$ cat src/rtl/rs_ff_checker_sat_counter.sv
// Saturating up-counter with synchronous clear; sticks at all-ones instead of wrapping.
module sat_counter #(
   parameter int CNT_W = 8
) (
   input  logic             clk,
   input  logic             clr,
   input  logic             inc,
   output logic [CNT_W-1:0] cnt
);

   logic [CNT_W-1:0] cnt_q;
   logic [CNT_W-1:0] cnt_d;

   always_comb begin
      cnt_d = cnt_q;
      if (inc && (cnt_q != {CNT_W{1'b1}})) begin
         cnt_d = cnt_q + CNT_W'(1);
      end
   end

   always_ff @(posedge clk) begin
      if (clr) begin
         cnt_q <= '0;
      end else begin
         cnt_q <= cnt_d;
      end
   end

   assign cnt = cnt_q;

endmodule

$ cat config.mk
export PLATFORM = sky130hd
export DESIGN_NAME = sat_counter
export DESIGN_NICKNAME = d
export VERILOG_FILES = /design/src/rtl/rs_ff_checker_sat_counter.sv
export SDC_FILE = /design/constraint.sdc
export NUM_CORES = 1
export LEC_CHECK = 0
export CAP_MARGIN = 20
export CORE_AREA = 2 2 39 41
export CTS_CLUSTER_DIAMETER = 30
export CTS_CLUSTER_SIZE = 24
export DETAILED_ROUTE_END_ITERATION = 8
export DIE_AREA = 0 0 41 43
export PLACE_DENSITY = 0.61
export SYNTH_ARGS = -nofsm -noshare
export SYNTH_HDL_FRONTEND = slang
export SYNTH_SLANG_ARGS = --single-unit
$ cat constraint.sdc
create_clock -name clk -period 2.15 [get_ports clk]
set_clock_uncertainty 0.05 [all_clocks]
set_input_delay 0.43 -clock clk [delete_from_list [all_inputs] [get_ports clk]]
set_output_delay 0.43 -clock clk [all_outputs]
set_load 0.01 [all_outputs]
=== After elaboration in Yosys (flattened, before gate mapping) ===
Cells that the tools add are included.
W data, S select, Z words.

* Bits in registers: 8
* Logic and storage cells: 4

* $add $sub $neg: 1
* Equality and inequality tests: 1
* Reductions and logical operators: 1

{| class="wikitable"
|+ Operators with widths
! operator !! number
|-
| $add A8 B1 Y8 const B || 1
|-
| $ne A8 B8 Y1 const B || 1
|-
| $logic_and A1 B1 Y1 || 1
|}

=== Depth between registers and ports, before layout ===
Gate-level depths: netlist of run 1.

* Depth in word-level cells: 2
* Mapped depth: 4
* Depth with buffers taken out: 4

=== Least setup slack after synthesis of run 1 ===
No wires, ideal clock.

* Kind: reg2reg
* Start: reg cnt_q[0], in the netlist cnt[0]
* End: reg cnt_q[0], in the netlist cnt[0]
* Setup time: 0.121 ns
* Data arrival time: 1.272 ns
* Data required time: 1.979 ns
* Path slack: 0.707 ns
* Stages on the path, launching flop included: 5
* Buffers on the path: 0
* Period minus slack after synthesis: 1.443 ns
* Cell sequence: dfxtp_1 -> ha_1 -> and3_4 -> a21boi_4 -> mux2_4

* Word-level cells in the longest chain between the ends: 2

{| class="wikitable"
|+ Ends and longest elaborated chain
! element !! RTL line !! text
|-
| from (decl) || 11 || <nowiki>logic [CNT_W-1:0] cnt_q;</nowiki>
|-
| from (signal assigned) || 25 || <nowiki>cnt_q <= cnt_d;</nowiki>
|-
| parallel branches: the longest is 2 deep, another holds $add A8 B1 Y8 || n/a ||
|}

Parallel ways; which one is timed is not known.
A chain may end at the register's enable or synchronous reset.

=== Worst setup path after layout of run 1 ===
* Start: reg cnt_q[4], in the netlist cnt[4]
* End: out cnt[4]

{| class="wikitable"
|+ RTL lines
! element !! RTL line !! text
|-
| to (decl) || 8 || <nowiki>output logic [CNT_W-1:0] cnt</nowiki>
|}

No word-level cell between the ends.

==> results of run 1 <==
==> synthesized netlist by cell type (all sizes together) (2+ instances only) <==
| master | n |
|---|---|
| dfxtp | 8 |
| and4 | 2 |
| a21boi | 2 |
| a21oi | 5 |
| nor3 | 2 |
| a211oi | 2 |
| nand2 | 5 |
| nand3 | 2 |
| nand4 | 2 |
| o21bai | 2 |
==> power by group <==
group	total, mW	switching (mW)	internal [mW]
Clock	0.117	0.0533	0.0640
Combinational	0.0309	0.0130	0.0179
Sequential	0.157	0.00531	0.152
Total	0.306	0.0716	0.234
==> kinds of logic after synthesis <==
logic type,count (synthesis)
AOI/OAI and AO/OA,15
buffers and inverters,2
adders and majority gates,1
muxes,2
DFF,8
and+or+nand+nor,18
==> worst min path at each step <==
stage / slack (ps) / cells after the start / end
2_1_floorplan: 450 / 1 / cnt[7]$_SDFFE_PP0P_
3_3_place_gp: 450 / 2 / cnt[1]$_SDFFE_PP0P_
3_5_place_dp: 460 / 2 / cnt[1]$_SDFFE_PP0P_
4_1_cts: 470 / 2 / cnt[1]$_SDFFE_PP0P_
5_1_grt: 500 / 2 / cnt[1]$_SDFFE_PP0P_
6_report: 460 / 2 / cnt[1]$_SDFFE_PP0P_
==> routing by layer <==
| layer | GRT usage | part of all wire | vias to the layer above | routed length, um |
|---|---|---|---|---|
| li1 | - | - | 202 | - |
| met1 | 0.183 | 0.47 | 182 | 451 |
| met2 | 0.153 | 0.43 | 23 | 413 |
| met3 | 0.0628 | 0.085 | 2 | 81 |
| met4 | 0.100 | 0.010 | 0 | 10 |
| met5 | 0 | 0 | - | 0 |
==> layout by cell type, fill, tap and decap left out, types with 2 or more instances in the layout <==
| cell type | count |
|---|---|
| sky130_fd_sc_hd__dfxtp_1 | 8 |
| sky130_fd_sc_hd__clkbuf_4 | 3 |
| sky130_fd_sc_hd__a21oi_1 | 5 |
| sky130_fd_sc_hd__a211oi_1 | 2 |
| sky130_fd_sc_hd__and4_1 | 2 |
| sky130_fd_sc_hd__o21bai_1 | 2 |
| sky130_fd_sc_hd__nand4_1 | 2 |
| sky130_fd_sc_hd__nand3_1 | 2 |
| sky130_fd_sc_hd__clkdlybuf4s50_1 | 10 |
| sky130_fd_sc_hd__nor3_1 | 2 |
| sky130_fd_sc_hd__nand2_1 | 5 |
==> area by class of cell <==
| cell class | instances | area [um2] | share of cell area |
|---|---|---|---|
| multi-input cells | 36 | 255 | 0.454 |
| flip-flops and latches | 8 | 160 | 0.285 |
| repair buffers | 10 | 100 | 0.178 |
| clock buffers | 3 | 22.5 | 0.0401 |
| well taps | 16 | 20.0 | 0.0356 |
| inverters | 1 | 3.75 | 0.00668 |
==> metrics by stage <==
stage / std cells / setup slack (ps) / hold WS [ps]
after global routing: 74 / 311 / 500
final: 74 / 394 / 464
after floorplan: 46 / 707 / 452
after detailed placement: 71 / 393 / 459
after CTS: 74 / 375 / 469
after global placement: 71 / 374 / 446
==> results.json, run 1 <==
{
  "status": "finished clean",
  "r2r-end": "cnt[0]$_SDFFE_PP0P_",
  "max_cap_viol_count": 0,
  "path_delay_family": "buffers and inverters",
  "first_iteration_detailed_routing_drc_count": 14,
  "largest_register_ff_count": 8,
  "clkTransAtPathRegs_ps": 60,
  "fp.coreArea_um2": 1380,
  "synth-xor-area-share": 0,
  "synth.area.mux_share": 0.0581,
  "critPathRequiredTime_ps": 1670,
  "count_of_buffer_and_inverter_cells_on_the_critical_path": 1,
  "routed_wire_length_per_instance_um": 12.9,
  "ant_nets": 0,
  "setup.worst_path.class": "reg2out",
  "routed_wirelength_um": 957,
  "top_level_ports": 11,
  "endpoint_kind": "primary output",
  "reg2reg_slack_ps": 640,
  "synth_top_cell_area_share": 0.372,
  "overflow": 0,
  "nNetsFinal": 64,
  "number_of_input_and_output_port_buffers_inserted": 10,
  "crit_path_max_fanout": 7,
  "initial_utilization": 0.311,
  "timing_max_transition_violations_final": 0,
  "area_growth_syn_to_layout_pct": 30.5,
  "type_of_the_tightest_min_delay_check": "reg2reg",
  "synth_top_family_by_area": "compound AO/OA/AOI/OAI gates",
  "asyncSetResetFlopFracSynth": 0,
  "fp.dieArea_um2": 1760,
  "vias_in_the_first_global_route": 334,
  "achievable-frequency_ghz": 0.569,
  "worst_hold_launch": "cnt[1]$_SDFFE_PP0P_",
  "placement.cell_area_um2": 539,
  "synth_area_leaders": "sky130_fd_sc_hd__dfxtp_1, sky130_fd_sc_hd__a21oi_1, sky130_fd_sc_hd__a21boi_4",
  "stdcell_area_um2": 562,
  "insertion_delay_of_the_later_clocked_pin_in_the_worst_skew_pair_ps": 250,
  "detailroute.via_count": 409,
  "power_density_nw_per_um2": 544,
  "crit_arrival_ps": 1280,
  "synth_compound_gate_area_share": 0.259,
  "timing.final.setup_violations": 0,
  "syn-cell-area_um2": 430,
  "cts_hold_repair.buffers": 0,
  "drt_drc_violations_left": 0,
  "slew_headroom": 0.813,
  "drive_gt1_frac": 0.138,
  "worst-path-stages": 1,
  "avgSynthCellArea_um2": 9.36,
  "final-hold-violation-count": 0,
  "synth.yosys.seq_area_share": 0.372,
  "fp_rows": 14,
  "crit_path_start": "cnt[4]$_SDFFE_PP0P_",
  "synth-adder-area-share": 0.0291,
  "power_uw": 306,
  "worst-r2r-cell-count": 4,
  "cts_buffers": 3,
  "tritoncts": "yes",
  "ys_warn_count": 0,
  "buffers_inserted_by_post_cts_timing_repair": 0,
  "numClockSinks": 8,
  "crit_path_top_delay_cell": "sky130_fd_sc_hd__clkdlybuf4s50_1",
  "post_synthesis_simple_gate_area_fraction": 0.247,
  "cts.repair.resized": 0,
  "diodes": 0,
  "die_x_um": 41,
  "antenna_violations_before_repair": 0,
  "max-clock-path-buffers": 2,
  "drt_pass1_iterations": 4,
  "cellLeakagePower_nw": 0.200,
  "timing.final.crit_share": 0.817,
  "first_pass_grt_wire_length_um": 1520,
  "finalWorstPathRequiredPeriod_ps": 1760,
  "vias_per_cell": 5.53,
  "crit_path_end": "cnt[4]",
  "netlist.top_cell.by_area": "sky130_fd_sc_hd__dfxtp_1",
  "cts.htree.levels": 1,
  "clockRootBuffer": "sky130_fd_sc_hd__clkbuf_4",
  "synthDistinctLibCells": 25,
  "grt_max_degree": 9,
  "regToRegStartpoint": "cnt[0]$_SDFFE_PP0P_",
  "synth_edf_count": 0,
  "final_core_utilization": 0.406,
  "die_h_um": 43,
  "crit_path_start_kind": "flip-flop",
  "cpPeakStageDelay_ps": 580,
  "setup_repair_after_global_routing_missed_its_margin": "false",
  "groute.usage.overall": 0.133,
  "fillers": 137,
  "fin_setup_tns_ps": 0,
  "dpl.hpwl_um": 701,
  "synth.ff_latch_count": 8,
  "tightestPinTransition_ps": 280,
  "netlist_instances": 46,
  "critical_path.cell_chain": "clkdlybuf4s50_1",
  "ys_dominant_reg_cell": "sky130_fd_sc_hd__dfxtp_1",
  "place_congestion": 0.770,
  "syn_nets": 50,
  "vdd.ir_drop.worst_mv": 0.251
}
No activity file was read; power rests on OpenSTA's default activity.
==> inputs of run 2 (changes only) <==
Clock period 2.15 ns to 1.75 ns, I/O delays scaled along.
==> results.json, run 2 (synthesis results as in run 1) <==
{
  "buffers_inserted_by_post_cts_timing_repair": 0,
  "drt_pass1_iterations": 4,
  "layout.cells.most_common_list": "sky130_fd_sc_hd__clkdlybuf4s50_1, sky130_fd_sc_hd__dfxtp_1, sky130_fd_sc_hd__a21oi_1, sky130_fd_sc_hd__nand2_1, sky130_fd_sc_hd__clkbuf_4",
  "finalWorstSetupSlack_ps": 57.3,
  "max_cap_viol_count": 0,
  "place_worst_setup_slack_ps": 48.9,
  "cts_buffers": 3,
  "placement.cell_area_um2": 547,
  "seqPwrFrac": 0.516,
  "timing.final.crit_share": 0.967,
  "max-clock-path-buffers": 2,
  "setup.worst_path.class": "reg2out",
  "groute.usage.overall": 0.127,
  "drt_drc_violations_left": 0,
  "largest_register_ff_count": 8,
  "numClockSinks": 8,
  "cellLeakagePower_nw": 0.205,
  "achievable-frequency_ghz": 0.591,
  "overflow": 0,
  "power_uw": 375,
  "grt_max_degree": 9,
  "first_pass_grt_wire_length_um": 1410,
  "endpoint_kind": "primary output",
  "count_of_buffer_and_inverter_cells_on_the_critical_path": 1,
  "vias_in_the_first_global_route": 340,
  "die_h_um": 43,
  "setup_repair_after_global_routing_missed_its_margin": "false",
  "critical_path.cell_chain": "clkdlybuf4s50_1",
  "vias_per_cell": 5.33,
  "cts.htree.levels": 1,
  "routed_wire_length_per_instance_um": 12.3,
  "fin_setup_tns_ps": 0,
  "ant_nets": 0,
  "clkTransAtPathRegs_ps": 50,
  "fp_rows": 14,
  "path_delay_family": "buffers and inverters",
  "fp.dieArea_um2": 1760,
  "tritoncts": "yes",
  "drive_gt1_frac": 0.153,
  "area_growth_syn_to_layout_pct": 32.3,
  "stdcell_area_um2": 569,
  "status": "finished clean",
  "first_iteration_detailed_routing_drc_count": 7,
  "combinationalPowerShare": 0.105,
  "cts.repair.resized": 0,
  "crit_path_max_fanout": 8,
  "cts_hold_repair.buffers": 0,
  "routed_wirelength_um": 921,
  "intPower_uw": 289,
  "crit_path_start_kind": "flip-flop",
  "switchingPower_uw": 86.0,
  "timing_max_transition_violations_final": 0,
  "crit_path_top_delay_cell": "sky130_fd_sc_hd__clkdlybuf4s50_1",
  "timing.final.setup_violations": 0,
  "detailroute.via_count": 400,
  "die_x_um": 41,
  "clockRootBuffer": "sky130_fd_sc_hd__clkbuf_4",
  "p_clk_frac": 0.380,
  "cpPeakStageDelay_ps": 590,
  "critPathRequiredTime_ps": 1350,
  "diodes": 0,
  "dpl.hpwl_um": 682,
  "number_of_input_and_output_port_buffers_inserted": 10,
  "vdd.ir_drop.worst_mv": 0.314,
  "tightestPinTransition_ps": 273,
  "type_of_the_tightest_min_delay_check": "reg2reg",
  "power_density_nw_per_um2": 658,
  "slew_headroom": 0.818,
  "fraction_of_power_spent_switching_nets": 0.229,
  "insertion_delay_of_the_later_clocked_pin_in_the_worst_skew_pair_ps": 250,
  "nNetsFinal": 65,
  "antenna_violations_before_repair": 0,
  "initial_utilization": 0.311,
  "fp.coreArea_um2": 1380,
  "mostFrequentLayoutCell": "sky130_fd_sc_hd__clkdlybuf4s50_1",
  "crit_arrival_ps": 1290,
  "final-hold-violation-count": 0,
  "top_level_ports": 11,
  "place_congestion": 0.776,
  "finalWorstPathRequiredPeriod_ps": 1690
}
run 2: power by group through the flow:
stage | sequential, mW | combinational (mW) | clock (mW)
6_report | 0.193 | 0.0392 | 0.142
5_1_grt | 0.194 | 0.0430 | 0.162
4_1_cts | 0.193 | 0.0398 | 0.151
3_5_place_dp | 0.197 | 0.0394 | 0
3_3_place_gp | 0.197 | 0.0390 | 0
2_1_floorplan | 0.198 | 0.0160 | 0
run 2: worst paths after layout:
kind                            start  cells after the start  slack (ps)             endpoint
setup reg to reg  cnt[0]$_SDFFE_PP0P_                      4         260  cnt[0]$_SDFFE_PP0P_
setup / recovery  cnt[2]$_SDFFE_PP0P_                      1          60               cnt[2]
hold reg to reg   cnt[5]$_SDFFE_PP0P_                      1         460  cnt[5]$_SDFFE_PP0P_
hold / removal    cnt[5]$_SDFFE_PP0P_                      1         460  cnt[5]$_SDFFE_PP0P_
run 2: through the flow:
step | instances | util | hold slack, ps
after global placement | 72 | 0.395 | 451
final | 75 | 0.411 | 459
after detailed placement | 72 | 0.395 | 455
after CTS | 75 | 0.411 | 460
after global routing | 75 | 0.411 | 497
after floorplan | 46 | - | 372
run 2: area by class of cell:
cell class              count  area, um2
multi-input cells          36        255
inverters                   1       3.75
clock buffers               3       22.5
well taps                  16       20.0
flip-flops and latches      8        160
repair buffers             11        108
fillers                   140        815
run 2: layer usage:
layer  wire, um  vias up  global-route usage
li1           -      204                   -
met1        467      182               0.166
met2        394       12               0.150
met3         43        2              0.0314
met4         15        0               0.140
met5          0        -                   0
